[config.mk]
export PLATFORM = sky130hd
export DESIGN_NAME = hwag_cfg_sched
export DESIGN_NICKNAME = d
export VERILOG_FILES = /design/src/rtl/hwag_cfg_pkg.sv /design/src/rtl/hwag_cfg_sched.sv
export SDC_FILE = /design/constraint.sdc
export NUM_CORES = 1
export LEC_CHECK = 0
export BUFFER_PORTS_ARGS = -buffer_cell sky130_fd_sc_hd__buf_2
export CAP_MARGIN = 40
export CORE_MARGIN = 4
export CORE_UTILIZATION = 45
export DETAILED_ROUTE_END_ITERATION = 8
export PLACE_DENSITY = 0.82
export SYNTH_ARGS = -nofsm -noshare
export SYNTH_HDL_FRONTEND = slang
export SYNTH_SLANG_ARGS = --single-unit
export TNS_END_PERCENT = 5
[constraint.sdc]
create_clock -name clk -period 2.7 [get_ports clk]
set_input_delay 0.54 -clock clk [delete_from_list [all_inputs] [get_ports clk]]
set_output_delay 0.54 -clock clk [all_outputs]
set_load 0.01 [all_outputs]
[src/rtl/hwag_cfg_pkg.sv]
// rtl/hwag_cfg_pkg.sv - shared types and defaults for the hwag configuration scheduler
package hwag_cfg_pkg;

    localparam int HWAG_ADDR_W  = 8;
    localparam int HWAG_DATA_W  = 16;
    localparam int HWAG_CFG_LEN = 131;

    // The verify-enable flag sits directly above the data field of a table word
    localparam int HWAG_VERIFY_BIT = HWAG_DATA_W;

    typedef enum logic [2:0] {
        ST_IDLE   = 3'd0,
        ST_LOAD   = 3'd1,
        ST_VERIFY = 3'd2,
        ST_RUN    = 3'd3,
        ST_ERR    = 3'd4
    } cfg_state_t;

    // Verify-enable bit index for an arbitrary data width
    function automatic int verify_bit(input int data_w);
        return data_w;
    endfunction

endpackage

[src/rtl/hwag_cfg_sched.sv]
// rtl/hwag_cfg_sched.sv - boot-table loader/verifier sharing the hwag register bus with the host
module hwag_cfg_sched
    import hwag_cfg_pkg::*;
#(
    parameter int ADDR_W    = HWAG_ADDR_W,
    parameter int DATA_W    = HWAG_DATA_W,
    parameter int CFG_LEN   = HWAG_CFG_LEN,
    parameter int AUTO_BOOT = 1
) (
    input  logic              clk,
    input  logic              rst,
    input  logic              cfg_start,
    output logic [ADDR_W-1:0] tbl_addr,
    input  logic [DATA_W:0]   tbl_data,
    input  logic              host_req,
    input  logic              host_we,
    input  logic [ADDR_W-1:0] host_addr,
    input  logic [DATA_W-1:0] host_wdata,
    output logic              host_gnt,
    output logic [DATA_W-1:0] host_rdata,
    output logic              host_rvalid,
    output logic [ADDR_W-1:0] reg_addr,
    output logic [DATA_W-1:0] reg_wdata,
    output logic              reg_we,
    output logic              reg_re,
    input  logic [DATA_W-1:0] reg_rdata,
    output logic              boot_done,
    output logic              boot_err,
    output logic [ADDR_W-1:0] err_addr
);

    // Counter is one bit wider than the address so CFG_LEN = 2^ADDR_W ends cleanly
    localparam int                KW       = ADDR_W + 1;
    localparam logic [KW-1:0]     LEN_K    = KW'(CFG_LEN);
    localparam logic [ADDR_W-1:0] LAST_IDX = ADDR_W'(CFG_LEN - 1);
    localparam int                VB       = verify_bit(DATA_W);

    cfg_state_t        r_state;
    cfg_state_t        w_state_nxt;
    logic [KW-1:0]     r_k;
    logic              r_wr_valid;
    logic [ADDR_W-1:0] r_wr_idx;
    logic              r_rd_valid;
    logic [ADDR_W-1:0] r_rd_idx;
    logic              r_host_pend;
    logic              r_host_we;
    logic [ADDR_W-1:0] r_host_addr;
    logic [DATA_W-1:0] r_host_wdata;
    logic              r_rvalid;
    logic              r_boot_done;
    logic              r_boot_err;
    logic [ADDR_W-1:0] r_err_addr;

    logic w_issue;
    logic w_rd_issue;
    logic w_mismatch;
    logic w_last_ok;
    logic w_host_phase;
    logic w_sample;

    assign w_issue      = ((r_state == ST_LOAD) || (r_state == ST_VERIFY)) && (r_k < LEN_K);
    // A mismatch only counts when the table entry asks for verification
    assign w_mismatch   = r_rd_valid && tbl_data[VB] && (reg_rdata != tbl_data[DATA_W-1:0]);
    assign w_last_ok    = r_rd_valid && (r_rd_idx == LAST_IDX) && !w_mismatch;
    // The read racing the failing compare is suppressed so nothing past the error is touched
    assign w_rd_issue   = (r_state == ST_VERIFY) && w_issue && !w_mismatch;
    assign w_host_phase = (r_state == ST_RUN) || (r_state == ST_ERR);
    // cfg_start beats a fresh host request; a request is only sampled with nothing in flight
    assign w_sample     = w_host_phase && !r_host_pend && host_req && !cfg_start;

    assign host_gnt    = r_host_pend;
    assign host_rvalid = r_rvalid;
    assign host_rdata  = r_rvalid ? reg_rdata : '0;
    assign boot_done   = r_boot_done;
    assign boot_err    = r_boot_err;
    assign err_addr    = r_err_addr;

    // State register
    always_ff @(posedge clk or negedge rst) begin
        if (!rst) begin
            r_state <= ST_IDLE;
        end else begin
            r_state <= w_state_nxt;
        end
    end

    // Next-state decode and register-bus drive (boot write, verify read, then host)
    always_comb begin
        w_state_nxt = r_state;
        tbl_addr    = '0;
        reg_we      = 1'b0;
        reg_re      = 1'b0;
        reg_addr    = '0;
        reg_wdata   = '0;
        case (r_state)
            ST_IDLE: begin
                if ((AUTO_BOOT != 0) || cfg_start) w_state_nxt = ST_LOAD;
            end
            ST_LOAD: begin
                if (w_issue) tbl_addr = r_k[ADDR_W-1:0];
                else         w_state_nxt = ST_VERIFY;
            end
            ST_VERIFY: begin
                if (w_issue) tbl_addr = r_k[ADDR_W-1:0];
                if (w_mismatch)     w_state_nxt = ST_ERR;
                else if (w_last_ok) w_state_nxt = ST_RUN;
            end
            ST_RUN, ST_ERR: begin
                if (cfg_start) w_state_nxt = ST_LOAD;
            end
            default: w_state_nxt = ST_IDLE;
        endcase
        if (r_wr_valid) begin
            reg_we    = 1'b1;
            reg_addr  = r_wr_idx;
            reg_wdata = tbl_data[DATA_W-1:0];
        end else if (w_rd_issue) begin
            reg_re   = 1'b1;
            reg_addr = r_k[ADDR_W-1:0];
        end else if (r_host_pend) begin
            reg_we    = r_host_we;
            reg_re    = !r_host_we;
            reg_addr  = r_host_addr;
            reg_wdata = r_host_we ? r_host_wdata : '0;
        end
    end

    // Table/read pipeline stages, host capture and boot status
    always_ff @(posedge clk or negedge rst) begin
        if (!rst) begin
            r_k          <= '0;
            r_wr_valid   <= 1'b0;
            r_wr_idx     <= '0;
            r_rd_valid   <= 1'b0;
            r_rd_idx     <= '0;
            r_host_pend  <= 1'b0;
            r_host_we    <= 1'b0;
            r_host_addr  <= '0;
            r_host_wdata <= '0;
            r_rvalid     <= 1'b0;
            r_boot_done  <= 1'b0;
            r_boot_err   <= 1'b0;
            r_err_addr   <= '0;
        end else begin
            r_wr_valid  <= 1'b0;
            r_rd_valid  <= 1'b0;
            r_rvalid    <= r_host_pend && !r_host_we;
            r_host_pend <= w_sample;
            if (w_sample) begin
                r_host_we    <= host_we;
                r_host_addr  <= host_addr;
                r_host_wdata <= host_wdata;
            end
            case (r_state)
                ST_IDLE: begin
                    r_k <= '0;
                end
                ST_LOAD: begin
                    if (w_issue) begin
                        r_wr_valid <= 1'b1;
                        r_wr_idx   <= r_k[ADDR_W-1:0];
                        r_k        <= r_k + 1'b1;
                    end else begin
                        r_k <= '0;
                    end
                end
                ST_VERIFY: begin
                    if (w_rd_issue) begin
                        r_rd_valid <= 1'b1;
                        r_rd_idx   <= r_k[ADDR_W-1:0];
                        r_k        <= r_k + 1'b1;
                    end
                    if (w_mismatch) begin
                        r_boot_err <= 1'b1;
                        r_err_addr <= r_rd_idx;
                    end else if (w_last_ok) begin
                        r_boot_done <= 1'b1;
                    end
                end
                ST_RUN, ST_ERR: begin
                    if (cfg_start) begin
                        r_k         <= '0;
                        r_boot_done <= 1'b0;
                        r_boot_err  <= 1'b0;
                        r_err_addr  <= '0;
                    end
                end
                default: r_k <= '0;
            endcase
        end
    end

endmodule

==> impl_metrics.csv, run 1 <==
group,metric,value,unit
critical_path,required,2.16,ns
final_layout,fin_util,63.6,%
logic_synthesis,synth_top_area_share,47.3,%
cts,ctsLongestPathBuffers,2,
cts,cts_max_level,3,
critical_path,worstPathArrival,2.32,ns
final_layout,syn2layout_area_growth,37.9,%
logic_synthesis,syn_nets,408,
timing,setup_slack,-0.159,ns
logic_synthesis,ys_seq_area_share,47.3,%
logic_synthesis,yosysTopAreaCell,"dfrtp_1",
floorplan,start_util,46.1,%
logic_synthesis,ys_types,53,
logic_synthesis,syn_avg_cell_area,10.3,µm²
detailed_routing,wl_per_cell,16.8,µm
grt,grt_usage,21.5,%
grt,grt-ovfl-total,0,
power_and_ir_drop,leakagePower,2.47,nW
timing,setup_viol,26,
detailed_routing,drtIter0Drc,176,
floorplan,core,7690,µm²
cts,cts-root-buf,"clkbuf_8",
timing,period_minus_slack,2.86,ns
logic_synthesis,synth_edf_count,0,
critical_path,reg2reg_depth,5,
grt,grt_pass1_wl,16400,µm
timing,hold_viol,0,
final_layout,n_fill_cell,636,
min_path,hp-class,"primary input to asynchronous set/reset pin",
critical_path,rr_startpoint,"r_rd_idx[3]",
detailed_routing,drc_errors,0,
critical_path,critical_path.endpoint,"reg_addr[2]",
floorplan,die_w,96.8,µm
cts,ctsHoldBuffers,0,
power_and_ir_drop,power_density,883,nW/µm²
detailed_routing,drt.antenna.violating_nets,0,
timing,final_max_slew_viol_count,0,
logic_synthesis,synth_seq_cells,67,
placement,place_inst,585,
status,violations,"negative setup slack",
final_layout,seqCellArea,1680,µm²
final_layout,drive_above_1_share,45.3,%
cts,clkSlewWorstSetupHoldPaths,0.08,ns
detailed_routing,routed_wl,10300,µm
floorplan,rows,32,
grt,antenna_found_initial,0,
placement,hpwl,7380,µm
final_layout,multi_input_area,1840,µm²
grt,grt_pass1_vias,3285,
cts,cts_tree,"yes",
final_layout,antennaDiodeCount,0,
floorplan,num_io_pins,124,
logic_synthesis,synth_area_leaders,"dfrtp_1 47%, mux2_2 7.9%, a22o_1 5.9%, xor2_1 4.0%, nand2_1 3.3%",
critical_path,crit_start,"r_k[0]",
final_layout,nets,572,
logic_synthesis,netlist_area,3550,µm²
critical_path,crit_path_max_fanout,13,
placement,port_buffers,123,
timing,max_slew_margin,42.2,%
final_layout,fin_cells,616,
cts,cts-buffers-inserted,9,
detailed_routing,vias_per_cell,5.45,
critical_path,end_kind,"output port",
detailed_routing,dr.pass1.iters,5,
critical_path,setup.worst_path.class,"register to output port",
status,status,"complete, but fails checks",
logic_synthesis,synthFlopType,"dfrtp_1",
timing,worstMarginPinSlew,0.855,ns
placement,gp_congestion,0.883,
logic_synthesis,synthArstFlopShare,100,%
timing,clock_skew,0.00955,ns
cts,cts_sinks,67,
floorplan,die_area,9360,µm²
cts,clock_latency,0.35,ns
floorplan,die_y,96.8,µm
critical_path,critPathLaunchType,"register",
timing,rsz0062_at_grt,"true",
critical_path,rrSetupSlack,0.32,ns
run,cap_violations,0,
power_and_ir_drop,vdd_drop_max,0.694,mV
logic_synthesis,yosysWarnings,0,
timing,post-route-period-util,106,%
timing,max_freq,350,MHz
critical_path,worstReg2RegEnd,"boot_done",
grt,grt_start_max_net_pins,68,
logic_synthesis,syn_inst,345,
detailed_routing,num_vias,3360,
## per-layer routing
layer	wire length, µm	vias up	GRT usage [%]
li1	-	1581	-
met1	4270	1665	27.5
met2	5380	100	36.7
met3	532	14	4.40
met4	167	0	6.70
met5	0	-	0
## cells in the mapped netlist (2+ instances only)
| cell type | n |
|---|---|
| or3_1 | 3 |
| a311oi_1 | 2 |
| nor3b_1 | 2 |
| nor2_1 | 7 |
| or4_1 | 2 |
| nor3_1 | 3 |
| nor2b_1 | 18 |
| a22o_1 | 24 |
| and2_1 | 17 |
| o22ai_1 | 2 |
| buf_6 | 2 |
| mux2_2 | 25 |
| nor4_1 | 4 |
| buf_2 | 4 |
| a21oi_1 | 19 |
| o22a_1 | 2 |
| a21o_1 | 2 |
| a211oi_1 | 4 |
| nand2_1 | 31 |
| xor2_1 | 16 |
| buf_4 | 2 |
| dfrtp_1 | 67 |
| inv_1 | 11 |
| clkbuf_1 | 14 |
| nand3_1 | 5 |
| o21ai_0 | 17 |
| o31ai_1 | 8 |
| a32oi_1 | 7 |
## where the power goes
group	switching [W]	leakage, nW	internal (W)
logic	0.00109	1.50	0.000934
clock network	0.000411	0.0953	0.000340
registers	0.000216	0.868	0.00133
## cell families after synthesis
| kind of cell | after synthesis | synth area share, % |
|---|---|---|
| adder cells (fa/ha/maj) | 1 | 0.353 |
| multiplexers | 26 | 8.26 |
| flip-flops | 67 | 47.3 |
| XOR/XNOR | 16 | 3.95 |
| buffers and inverters | 33 | 4.27 |
| AND/OR/NAND/NOR | 104 | 16.1 |
| AO/OA/AOI/OAI | 98 | 19.8 |
## critical path, cell delays in order, from the launching register on
cell	delay, ns
dfrtp_1	0.40
a211oi_2	0.21
a21oi_1	0.12
or3_1	0.37
a21o_4	0.24
buf_8	0.15
a32oi_1	0.21
o31ai_1	0.11
buf_2	0.15
## repair_timing
item	4_1_cts	5_1_grt
endpoints found under the setup margin	26	29
buffers inserted	10	3
gates cloned	2	0
resized for setup	11	14
pin swaps	3	4
## metrics by stage
step / setup TNS [ns] / area [µm²] / setup slack [ns] / power (W) / hold slack (ns)
floorplan: 0 / 3550 / 0.00177 / 0.00274 / 0.244
global placement: -3.59 / 4460 / -0.227 / 0.00333 / 0.458
detailed placement: -3.90 / 4460 / -0.240 / 0.00340 / 0.463
CTS: -2.55 / 4780 / -0.131 / 0.00422 / 0.399
global route: -4.51 / 4890 / -0.205 / 0.00458 / 0.407
finish: -2.35 / 4890 / -0.159 / 0.00432 / 0.360
## layout by cell type (no fill, tap or decap), types with 2 or more instances in the layout
| master | n |
|---|---|
| buf_2 | 118 |
| dfrtp_1 | 67 |
| buf_4 | 48 |
| nand2_1 | 31 |
| mux2_2 | 25 |
| a22o_1 | 24 |
| a21oi_1 | 18 |
| nor2b_1 | 18 |
| and2_1 | 17 |
| o21ai_0 | 16 |
| xor2_1 | 15 |
| inv_1 | 11 |
| clkbuf_8 | 9 |
| o31ai_1 | 8 |
| nor2_1 | 7 |
| buf_6 | 6 |
| nand3_1 | 5 |
| a32oi_1 | 4 |
| nor3_1 | 3 |
| nor4_2 | 3 |
| a32oi_2 | 3 |
| a211oi_1 | 3 |
| clkinv_2 | 3 |
| or3_4 | 2 |
| and3_4 | 2 |
| nor3b_1 | 2 |
| a21o_1 | 2 |
| o22a_1 | 2 |
| o22ai_1 | 2 |
| a311oi_1 | 2 |
| or4_1 | 2 |
| clkinv_4 | 2 |
## layout make-up
class / count / share of cell area (%)
well taps: 102 / 2.61
clock inverters: 7 / 1.07
multi-input cells: 247 / 37.5
repair buffers: 173 / 21.1
clock buffers: 9 / 2.53
inverters: 11 / 0.844
flip-flops and latches: 67 / 34.3
## how the worst min path moves through the flow
stage	startpoint	end
floorplan	rst	boot_done
global placement	r_wr_idx[6]	r_wr_idx[6]
detailed placement	r_wr_idx[6]	r_wr_idx[6]
CTS	host_addr[4]	r_host_addr[4]
global route	host_addr[4]	r_host_addr[4]
finish	rst	err_addr[3]
## registers in the layout, indices dropped and copies added, names as in the netlist, 3 cells and up
name and cells:
r_wr_idx 8, err_addr 8, r_rd_idx 8, r_host_addr 8
r_state 3, r_host_wdata 16, r_k 9
(Power assumes the default switching activity.)
==> inputs of run 2 (changes only) <==
--- a/config.mk
+++ b/config.mk
@@ -5,12 +5,13 @@
 export SDC_FILE = /design/constraint.sdc
 export NUM_CORES = 1
 export LEC_CHECK = 0
+export ABC_AREA = 1
 export BUFFER_PORTS_ARGS = -buffer_cell sky130_fd_sc_hd__buf_2
 export CAP_MARGIN = 40
 export CORE_MARGIN = 4
-export CORE_UTILIZATION = 45
+export CORE_UTILIZATION = 47
 export DETAILED_ROUTE_END_ITERATION = 8
-export PLACE_DENSITY = 0.82
+export PLACE_DENSITY = 0.83
 export SYNTH_ARGS = -nofsm -noshare
 export SYNTH_HDL_FRONTEND = slang
 export SYNTH_SLANG_ARGS = --single-unit
==> impl_metrics.csv, run 2 <==
group,metric,value,unit
critical_path,end_kind,"output port",
logic_synthesis,syn_nets,680,
power_and_ir_drop,power_density,812,nW/µm²
logic_synthesis,synth.area.mux_share,0,%
logic_synthesis,synthFlopType,"dfrtp_1",
critical_path,cp_slowest_stage_delay,0.17,ns
detailed_routing,routed_wl,11500,µm
floorplan,start_util,48.8,%
cts,cts_max_level,3,
floorplan,die_area,10200,µm²
cts,clkSlewWorstSetupHoldPaths,0.08,ns
logic_synthesis,synth_most_common_cell,"nand2_1",
run,cap_violations,0,
grt,grt_usage,23.1,%
logic_synthesis,synth_compound_area_share,5.59,%
final_layout,top_register,"r_host_wdata",
detailed_routing,drtIter0Drc,336,
final_layout,final_cell_mix,"269 x nand2_1, 123 x buf_2, 76 x inv_1, 63 x dfrtp_1, 41 x nand3_1",
timing,worstMarginPinSlew,0.575,ns
final_layout,nets,803,
floorplan,die_y,101,µm
timing,post-route-period-util,96.7,%
status,status,"completed",
detailed_routing,wl_per_cell,13.5,µm
timing,hold_viol,0,
floorplan,core,8340,µm²
critical_path,required,2.16,ns
final_layout,fin_util,60.4,%
floorplan,num_io_pins,124,
critical_path,reg2reg_depth,5,
logic_synthesis,ys_seq_area_share,41.2,%
critical_path,rr_startpoint,"host_gnt",
cts,cts_tree,"yes",
grt,grt_pass1_vias,3984,
final_layout,mostFrequentLayoutCell,"nand2_1",
power_and_ir_drop,vdd_drop_max,0.467,mV
logic_synthesis,synth_fa_ha_area_share,0.307,%
cts,ctsHoldBuffers,0,
detailed_routing,drt.antenna.violating_nets,0,
critical_path,rrSetupSlack,0.74,ns
power_and_ir_drop,finalPower,0.00409,W
critical_path,critPathBufInv,5,
critical_path,worstPathArrival,2.07,ns
final_layout,antennaDiodeCount,0,
placement,hpwl,8670,µm
detailed_routing,num_vias,4260,
logic_synthesis,netlist_area,4070,µm²
logic_synthesis,synthArstFlopShare,100,%
timing,setup_viol,0,
final_layout,drive_above_1_share,25.6,%
logic_synthesis,synth_edf_count,0,
logic_synthesis,syn_avg_cell_area,6.60,µm²
logic_synthesis,yosysWarnings,0,
critical_path,crit_chain,"buf_2 -> inv_1 -> nand2_1 -> nand2_1 -> nor2_1 -> nand2_1 -> nor2_2 -> nand2_4 -> nand2_8 -> nand2_2 -> buf_6 -> inv_6 -> nor2_1 -> nor2_1 -> buf_2",
cts,clock_latency,0.34,ns
detailed_routing,vias_per_cell,5.01,
logic_synthesis,yosysTopAreaCell,"dfrtp_1",
placement,port_buffers,123,
cts,cts-buffers-inserted,9,
cts,ctsLongestPathBuffers,2,
critical_path,critical-path-slowest-cell,"nor2_1",
grt,grt_pass1_wl,18900,µm
grt,antenna_found_initial,0,
timing,clock_skew,0.0106,ns
min_path,hp-class,"primary input to asynchronous set/reset pin",
critical_path,crit_family,"simple AND/OR/NAND/NOR gates",
timing,period_minus_slack,2.61,ns
detailed_routing,dr.pass1.iters,6,
grt,grt_start_max_net_pins,37,
floorplan,rows,33,
logic_synthesis,synth_top_family_by_area,"simple AND/OR/NAND/NOR gates",
final_layout,syn2layout_area_growth,23.7,%
timing,max_slew_margin,61.7,%
floorplan,die_w,101,µm
logic_synthesis,synth_seq_cells,67,
logic_synthesis,synth-simple-area-share,40.2,%
logic_synthesis,synthXorXnorAreaFrac,1.07,%
cts,cts-root-buf,"clkbuf_8",
final_layout,largest_reg_flops,16,
grt,grt-ovfl-total,0,
final_layout,reg_top3,"r_host_wdata: 16 flops, r_k: 9 flops",
timing,final_max_slew_viol_count,0,
logic_synthesis,syn_inst,617,
logic_synthesis,synth_area_leaders,"dfrtp_1 41%, nand2_1 25%, inv_1 7.0%, nand3_1 5.0%, nor2_1 3.7%",
critical_path,crit_path_max_fanout,15,
critical_path,setup.worst_path.class,"primary input to output port",
logic_synthesis,synth_top_area_share,41.2,%
power_and_ir_drop,leakagePower,3.14,nW
placement,gp_congestion,0.911,
timing,rsz0062_at_grt,"true",
critical_path,worstReg2RegEnd,"r_host_wdata[2]",
detailed_routing,drc_errors,0,
logic_synthesis,ys_types,32,
timing,max_freq,383,MHz
logic_synthesis,synth_common_cells,"270 x nand2_1, 76 x inv_1, 67 x dfrtp_1",
critical_path,critPathLaunchType,"primary input",
cts,cts_sinks,67,
run 2: cell types whose count changed in the layout (fill, tap and decap cells not counted), moves of 24 or more:
| cell | delta |
|---|---|
| buf_4 | -36 |
| a22o_1 | -24 |
| nand2_1 | +238 |
| nand3_1 | +36 |
| mux2_2 | -25 |
| inv_1 | +65 |
| nor2_1 | +33 |
run 2: kinds of logic (layout without fill, tap and decap cells):
family          after synthesis  count (layout)
buf+inv                     111             239
flops                        67              67
fa+ha+maj                     1               1
compound gates               44              44
simple gates                389             389
xor+xnor                      5               5
run 2: timing repair:
action,CTS,global route
gates cloned,0,0
buffers inserted,1,3
pin swaps,1,5
setup endpoints to repair,1,18
gates resized for setup,0,12
run 2: power breakdown:
part	internal [W]	switching (W)	total [W]	leakage [nW]
Clock	0.000547	0.000390	0.000937	0.117
Sequential	0.00130	0.000260	0.00156	0.880
Combinational	0.000549	0.00105	0.00160	2.14
Total	0.00240	0.00170	0.00409	3.14
run 2: final cells by class:
cell class / instances / area (µm²)
clock buffer: 10 / 138
clock inverter: 6 / 87.6
fill: 771 / 3300
inverter: 86 / 339
multi-input combinational: 439 / 1930
sequential: 67 / 1680
tap: 105 / 131
timing repair buffer: 137 / 728
run 2: worst max path at each step:
stage	from	endpoint	cells past startpoint
2_1_floorplan	tbl_data[10]	reg_addr[6]	15
3_3_place_gp	reg_rdata[0]	reg_re	15
3_5_place_dp	reg_rdata[0]	reg_re	15
4_1_cts	r_k[3]	reg_re	11
5_1_grt	reg_rdata[1]	reg_re	15
6_report	tbl_data[13]	reg_re	15
run 2: per-stage QoR:
stage / setup TNS (ns) / hold slack (ns) / setup WS (ns) / instance area (µm²) / cells
floorplan: 0 / 0.244 / 0.507 / 4070 / 617
global placement: 0 / 0.455 / 0.131 / 4750 / 830
detailed placement: 0 / 0.464 / 0.0362 / 4750 / 830
CTS: 0 / 0.139 / 0.00733 / 4980 / 847
global route: -0.121 / 0.155 / -0.0522 / 5040 / 850
finish: 0 / 0.134 / 0.0902 / 5040 / 850
run 2: layer usage:
metal	GRT usage, %	routed length [µm]	vias to the layer above
li1	-	-	2123
met1	31.8	4950	1953
met2	37.6	5570	166
met3	4.29	768	18
met4	6.24	191	0
met5	0	0	-
